## src/rtl/regfile_param.sv

```systemverilog
// regfile_param: two-read/one-write register file with a self-clearing reset sweep.
// Optional macro REGFILE_BYPASS_EN enables write-first forwarding to the read ports.
module regfile_param #(
  parameter int XLEN  = 32,
  parameter int NREGS = 32,
  parameter int AW    = 5
) (
  input  logic            CLK,
  input  logic            RST,
  input  logic [AW-1:0]   A1,
  input  logic [AW-1:0]   A2,
  input  logic [AW-1:0]   A3,
  input  logic [XLEN-1:0] WD3,
  input  logic            WE3,
  output logic [XLEN-1:0] RD1,
  output logic [XLEN-1:0] RD2,
  output logic            BUSY
);

  localparam logic [0:0] ST_CLEAR = 1'b0;
  localparam logic [0:0] ST_IDLE  = 1'b1;

  localparam logic [AW-1:0] CNT_FIRST = AW'(1);
  localparam logic [AW-1:0] CNT_LAST  = AW'(NREGS - 1);
  localparam logic [AW:0]   NREGS_EXT = (AW + 1)'(NREGS);

  logic [0:0]      state;
  logic [AW-1:0]   cnt;
  logic            busy;
  logic            a3_legal;
  logic            wr_ok;
  logic [XLEN-1:0] mem [1:NREGS-1];

  assign busy     = (state == ST_CLEAR);
  assign BUSY     = busy;
  assign a3_legal = (A3 != '0) && ({1'b0, A3} < NREGS_EXT);
  assign wr_ok    = WE3 && !busy && a3_legal;

  // Clear sweep: walk cnt from 1 to NREGS-1, then park in IDLE.
  always_ff @(posedge CLK or posedge RST) begin
    if (RST) begin
      state <= ST_CLEAR;
      cnt   <= CNT_FIRST;
    end else begin
      unique case (1'b1)
        (state == ST_CLEAR): begin
          cnt <= cnt + AW'(1);
          if (cnt == CNT_LAST)
            state <= ST_IDLE;
        end
        (state == ST_IDLE): begin
          state <= ST_IDLE;
        end
        default: begin
          state <= ST_CLEAR;
          cnt   <= CNT_FIRST;
        end
      endcase
    end
  end

  // Storage: sweep zeroes during CLEAR, normal writes only in IDLE;
  // nothing is written while reset is held. x0 has no storage.
  always_ff @(posedge CLK) begin
    if (!RST) begin
      for (int i = 1; i < NREGS; i++) begin
        if (busy && (cnt == AW'(i)))
          mem[i] <= '0;
        else if (wr_ok && (A3 == AW'(i)))
          mem[i] <= WD3;
      end
    end
  end

  // Read port 1: zero when busy, for x0 and for out-of-range addresses.
  always_comb begin
    RD1 = '0;
    if (!busy) begin
      for (int i = 1; i < NREGS; i++) begin
        if (A1 == AW'(i))
          RD1 = mem[i];
      end
`ifdef REGFILE_BYPASS_EN
      if (wr_ok && (A3 == A1))
        RD1 = WD3;
`endif
    end
  end

  // Read port 2: same decode as port 1.
  always_comb begin
    RD2 = '0;
    if (!busy) begin
      for (int i = 1; i < NREGS; i++) begin
        if (A2 == AW'(i))
          RD2 = mem[i];
      end
`ifdef REGFILE_BYPASS_EN
      if (wr_ok && (A3 == A2))
        RD2 = WD3;
`endif
    end
  end

endmodule
```

## config.mk

```make
export PLATFORM = sky130hd
export DESIGN_NAME = regfile_param
export DESIGN_NICKNAME = d
export VERILOG_FILES = /design/src/rtl/regfile_param.sv
export SDC_FILE = /design/constraint.sdc
export NUM_CORES = 2
export LEC_CHECK = 0
export ABC_AREA = 1
export CAP_MARGIN = 20
export CORE_MARGIN = 3
export CORE_UTILIZATION = 51
export CTS_BUF_LIST = sky130_fd_sc_hd__clkbuf_8
export DETAILED_ROUTE_END_ITERATION = 7
export PLACE_DENSITY = 0.68
export SLEW_MARGIN = 20
export SYNTH_ARGS = -nofsm -noshare
export SYNTH_HDL_FRONTEND = slang
export SYNTH_SLANG_ARGS = --single-unit
```

## constraint.sdc

```tcl
create_clock -name CLK -period 6.3 [get_ports CLK]
set_input_delay 1.26 -clock CLK [delete_from_list [all_inputs] [get_ports CLK]]
set_output_delay 1.26 -clock CLK [all_outputs]
set_load 0.01 [all_outputs]
```

# After elaboration in Yosys (flattened, before gate mapping)
# Memories as Yosys holds them, arrays and structs flattened.
# Index checks and enable logic that the tools add are counted.
# W data, S select, Z words.
[totals]
register_bits = 6
latchBits = 0
mem_bits_rw = 992
rom_bits = 0
in_bits = 50
out_inout_bits = 65
elab_cells = 660
mem_count = 1
[classes]
addsub = 1
n_mul = 0
n_div = 0
order_cmp = 0
n_eq_ne = 124
n_shift = 0
n_mux = 405
bitwise = 32
reduce_logical = 95
[mem_list]
columns = ["name", "words", "word_bits", "rd", "rd_clocked_by_memory_dff", "wr", "line_no", "rtl"]
rows = [
  ["mem", 31, 32, 31, 0, 1, "32", "logic [XLEN-1:0] mem [1:NREGS-1];"],
]
[ops]
columns = ["cell", "count"]
rows = [
  ["$mux W32", 125],
  ["$reduce_or A32 Y1", 30],
  ["$eq A5 B5 Y1 const B", 64],
  ["$mux W1", 248],
  ["$eq A5 B4 Y1 const B", 32],
  ["$mux W5", 30],
  ["$eq A5 B3 Y1 const B", 16],
  ["$logic_and A1 B1 Y1", 64],
  ["$eq A5 B2 Y1 const B", 8],
  ["$or A1 B1 Y1", 31],
  ["$eq A5 B1 Y1 const B", 4],
  ["$pmux W5 S2", 1],
  ["$add A5 B1 Y5 const B", 1],
  ["$reduce_bool A5 Y1", 1],
  ["$pmux W1 S2", 1],
  ["$not A1 Y1", 1],
]

# Depth between registers and ports, before layout
[depth]
depth_word = 39
depth_mapped = 25
depth_no_buf = 24

# Least setup slack after synthesis
# No wires, ideal clock.
[synth_path]
kind = "in2out"
from = "in A1[2]"
to = "out RD1[16]"
arrival_ns = 3.165
setup_slack_ns = 1.875
stages = 22
path_buffers = 1
cell_sequence = "nor2_1 -> nand2_1 -> nor2_1 -> clkbuf_1 -> nand2_1 -> nand3_1 -> nand2_1 -> nand4_1 -> nand2_1 -> nand4_1 -> nor2_1 -> nand4_1 -> nand2_1 -> nand4_1 -> nand2_1 -> nand3_1 -> nand2_1 -> nand3_1 -> nor2_1 -> nand4_1 -> nand2_1 -> a21oi_1"
[synth_between]
elab_chain_len = 33
[synth_rtl]
columns = ["element", "line_no", "rtl"]
rows = [
  ["start: declaration", "10", "input logic [AW-1:0] A1,"],
  ["$eq A5 B1 Y1", "80", "if (A1 == AW'(i))"],
  ["$mux W32 (30 in a row)", "80", ""],
  ["$mux W32 *", "80", ""],
  ["$mux W32 *", "78", "if (!busy) begin"],
  ["end: declaration", "15", "output logic [XLEN-1:0] RD1,"],
]
# Every way passes the cells marked *; elsewhere a longest branch is shown, timed or not.

# Final worst setup path
[layout_path]
from = "in A2[3]"
to = "out RD2[9]"
[layout_between]
elab_chain_len = 33
[layout_rtl]
columns = ["element", "line_no", "rtl"]
rows = [
  ["start: declaration", "11", "input logic [AW-1:0] A2,"],
  ["$eq A5 B1 Y1", "95", "if (A2 == AW'(i))"],
  ["$mux W32 (30 in a row)", "95", ""],
  ["$mux W32 *", "95", ""],
  ["$mux W32 *", "93", "if (!busy) begin"],
  ["end: declaration", "16", "output logic [XLEN-1:0] RD2,"],
]
# Marked as above.

==> results.sh <==
export IMPL_status="complete, but fails checks"
export IMPL_port_buffer_count=114
export IMPL_reg2reg_from="state"
export IMPL_clk_pin_slew_ns=0.06
export IMPL_final_min_clock_period_ns=6.29
export IMPL_drv_cap=0
export IMPL_track_usage=0.379
export IMPL_numCtsBuffers=169
export IMPL_synth_fa_ha_area_frac=0.00144
export IMPL_routed_wl_mm=205
export IMPL_startpoint="A2[3]"
export IMPL_gp_congestion=1.00
export IMPL_syn_cell_area_mm2=0.0521
export IMPL_die_area_mm2=0.106
export IMPL_synth_top_family_by_area="simple AND/OR/NAND/NOR gates"
export IMPL_worstMarginPinSlew_ns=0.859
export IMPL_layout_worst_path_cycle_share=0.998
export IMPL_cp_data_arrival_time_ns=5.03
export IMPL_hold_viol=0
export IMPL_nFillCells=8831
export IMPL_final_antenna_net_count=0
export IMPL_rr_worst_depth=6
export IMPL_overflow=0
export IMPL_power_leakage_nw=25.4
export IMPL_synth_nets=6410
export IMPL_max_slew_margin_rel=0.425
export IMPL_r2r_end="mem[0][397]"
export IMPL_cts_sinks=998
export IMPL_wl_per_cell_um=24.9
export IMPL_clockBufferDepth=3
export IMPL_grt_pass1_wl_mm=294
export IMPL_required_ns=5.04
export IMPL_die_h_um=326
export IMPL_max_freq_mhz=159
export IMPL_num_rows=116
export IMPL_vias=48100
export IMPL_htreeDepth=4
export IMPL_r2r_slack_ns=3.08
export IMPL_cts_tree="done"
export IMPL_drive_gt1_frac=0.157
export IMPL_crit_type="in2out"
export IMPL_cp_max_fo=7
export IMPL_hp_class="reg2reg"
export IMPL_first_pass_iters=8
export IMPL_yosysSeqAreaShare=0.574
export IMPL_hold_path_depth=1
export IMPL_synth_compound_area_share=0.0307
export IMPL_yosysUniqueCellTypes=35
export IMPL_synth_simple_area_share=0.320
export IMPL_viasPerCell=5.85
export IMPL_power_density_mw_per_mm2=218
export IMPL_ys_ff_latch=998
export IMPL_drc_errors=1
export IMPL_slew_viol_final=0
export IMPL_drt_iter0_markers=7872
export IMPL_ios=115
export IMPL_synth_xor_area_frac=0.000504
export IMPL_synth_warnings=0
export IMPL_antenna_found_initial=4
export IMPL_crit_path_end="RD2[9]"
export IMPL_syn_avg_cell_area_um2=8.20
export IMPL_area_growth_pct=18.6
export IMPL_dp_hpwl_mm=137
export IMPL_start_util=0.518
export IMPL_p_total_mw=13.5
export IMPL_fin_nets=6812
export IMPL_synth_mux_area_frac=0
export IMPL_clk_latency_ns=0.88
export IMPL_core_mm2=0.101
export IMPL_grt_pass1_vias=44000
export IMPL_vdd_ir_drop_max_v=0.000156
export IMPL_start_kind="input port"
export IMPL_clock_root_buffer="clkbuf_8"
export IMPL_tns_ns=0
export IMPL_rsz0062_at_grt="true"
export IMPL_die_w_um=326
export IMPL_holdBufCountCts=0
export IMPL_setup_viol=0
export IMPL_syn_inst=6354
export IMPL_failed_checks="design-rule violations"
export IMPL_grt_max_degree=47
export IMPL_cp_end_kind="output pin"
export IMPL_skew_ns=0.0430
==> layout by cell type, fill, tap and decap left out, types with 5 or more instances in the layout <==
cell type	count
nor2_4	11
nand2_1	1701
nand3_1	165
dlymetal6s2s_1	14
clkbuf_2	14
buf_6	19
nand4_1	417
inv_2	13
or2_0	10
buf_4	440
inv_8	5
buf_12	70
nor2_1	1435
nand3_2	6
dlygate4sd2_1	28
clkinv_2	11
nor3_4	6
edfxtp_1	992
a21oi_1	160
clkdlybuf4s50_1	49
clkbuf_8	171
inv_1	606
o21ai_0	149
clkinv_1	38
or2_2	60
ha_1	6
nand2_2	93
nor3_2	5
nor2_2	120
==> worst min path at each step <==
stage / start / endpoint / slack [ns]
final: cnt[0] / cnt[0] / 0.54
after CTS: cnt[0] / cnt[0] / 0.54
after detailed placement: cnt[0] / cnt[0] / 0.53
after global routing: cnt[0] / cnt[0] / 0.55
after floorplan: cnt[0] / cnt[0] / 0.49
after global placement: cnt[0] / cnt[0] / 0.51
==> cell type report <==
cell class,instances,area [um^2],share of cell area
well taps,1357,1700,0.0275
clock inverters,106,480,0.00777
flip-flops and latches,998,29900,0.484
clock buffers,171,2350,0.0381
diodes,1,2.50,0.0000405
inverters,576,2170,0.0351
repair buffers,646,6040,0.0977
multi-input cells,4365,19100,0.310
==> stage by stage <==
stage | hold slack (ns) | setup WS (ns) | cells | area, um^2 | utilization
CTS | 0.536 | 0.000461 | 8210 | 61600 | 0.612
global placement | 0.509 | -0.641 | 7908 | 58100 | 0.576
detailed placement | 0.529 | -0.664 | 7908 | 58100 | 0.576
global route | 0.549 | -0.122 | 8220 | 61800 | 0.614
finish | 0.535 | 0.0132 | 8220 | 61800 | 0.614
floorplan | 0.494 | 1.88 | 6354 | 52100 | -
==> flip-flops by register name, indices dropped and copies added, names as in the netlist <==
register and cells:
mem 992, cnt 5, state 1
==> worst max-delay path: stages <==
cell and delay, ns:
buf_2 0.13, nor2_4 0.17, nand4_4 0.12, inv_2 0.07
buf_4 0.11, buf_12 0.11, buf_12 0.11, buf_4 0.12
nand2_1 0.04, nand2_1 0.10, nand4_1 0.23, nand2_2 0.19
nand4_1 0.11, nor2_2 0.17, nand4_1 0.26, nor2_2 0.22
nand4_1 0.13, nor2_1 0.14, buf_4 0.16, nand4_1 0.12
nor2_2 0.18, nand4_1 0.15, nand2_1 0.14, nand4_1 0.11
nand2_1 0.07, inv_1 0.03, dlygate4sd2_1 0.27
==> logic make-up (layout without fill, tap and decap cells) <==
family | count (synthesis) | count (layout)
buffers and inverters | 991 | 1499
AO/OA/AOI/OAI | 319 | 319
AND/OR/NAND/NOR | 4037 | 4037
flip-flops | 998 | 998
adder cells (fa/ha/maj) | 6 | 6
other | 0 | 1
XOR/XNOR | 3 | 3
==> metal layers <==
layer,GRT usage,share of wire
met5,0,0.00013
met4,0.157,0.045
met3,0.125,0.16
met1,0.547,0.38
met2,0.524,0.41
==> synthesized netlist by cell type, drive strengths merged <==
cell,count,area share
dfrtp,5,0.0024
inv,571,0.041
edfxtp,992,0.57
nand3,171,0.016
dfstp,1,0.00050
or2,71,0.0085
nor2,1566,0.11
nand2,1797,0.13
nor3b,1,0.00014
o21ai,153,0.015
xor2,2,0.00034
and3,1,0.00012
nor3,11,0.0019
nand4,418,0.050
o22ai,2,0.00024
xnor2,1,0.00017
clkbuf,375,0.027
buf,40,0.0046
nand3b,1,0.00014
ha,6,0.0014
clkinv,5,0.00036
a21oi,164,0.016
==> what timing repair did <==
item / CTS / global route
hold endpoints to repair: 0 / 0
pin swaps: 226 / 220
gates resized for setup: 236 / 110
endpoints found under the setup margin: 64 / 63
buffers inserted: 23 / 9
cloned: 2 / 0
==> power breakdown <==
group / internal, mW / total [mW] / switching, mW
registers: 7.21 / 7.21 / 0.00108
logic: 0.309 / 1.05 / 0.746
clock network: 2.51 / 5.21 / 2.71
total: 10.0 / 13.5 / 3.46
(Power assumes the default switching activity.)
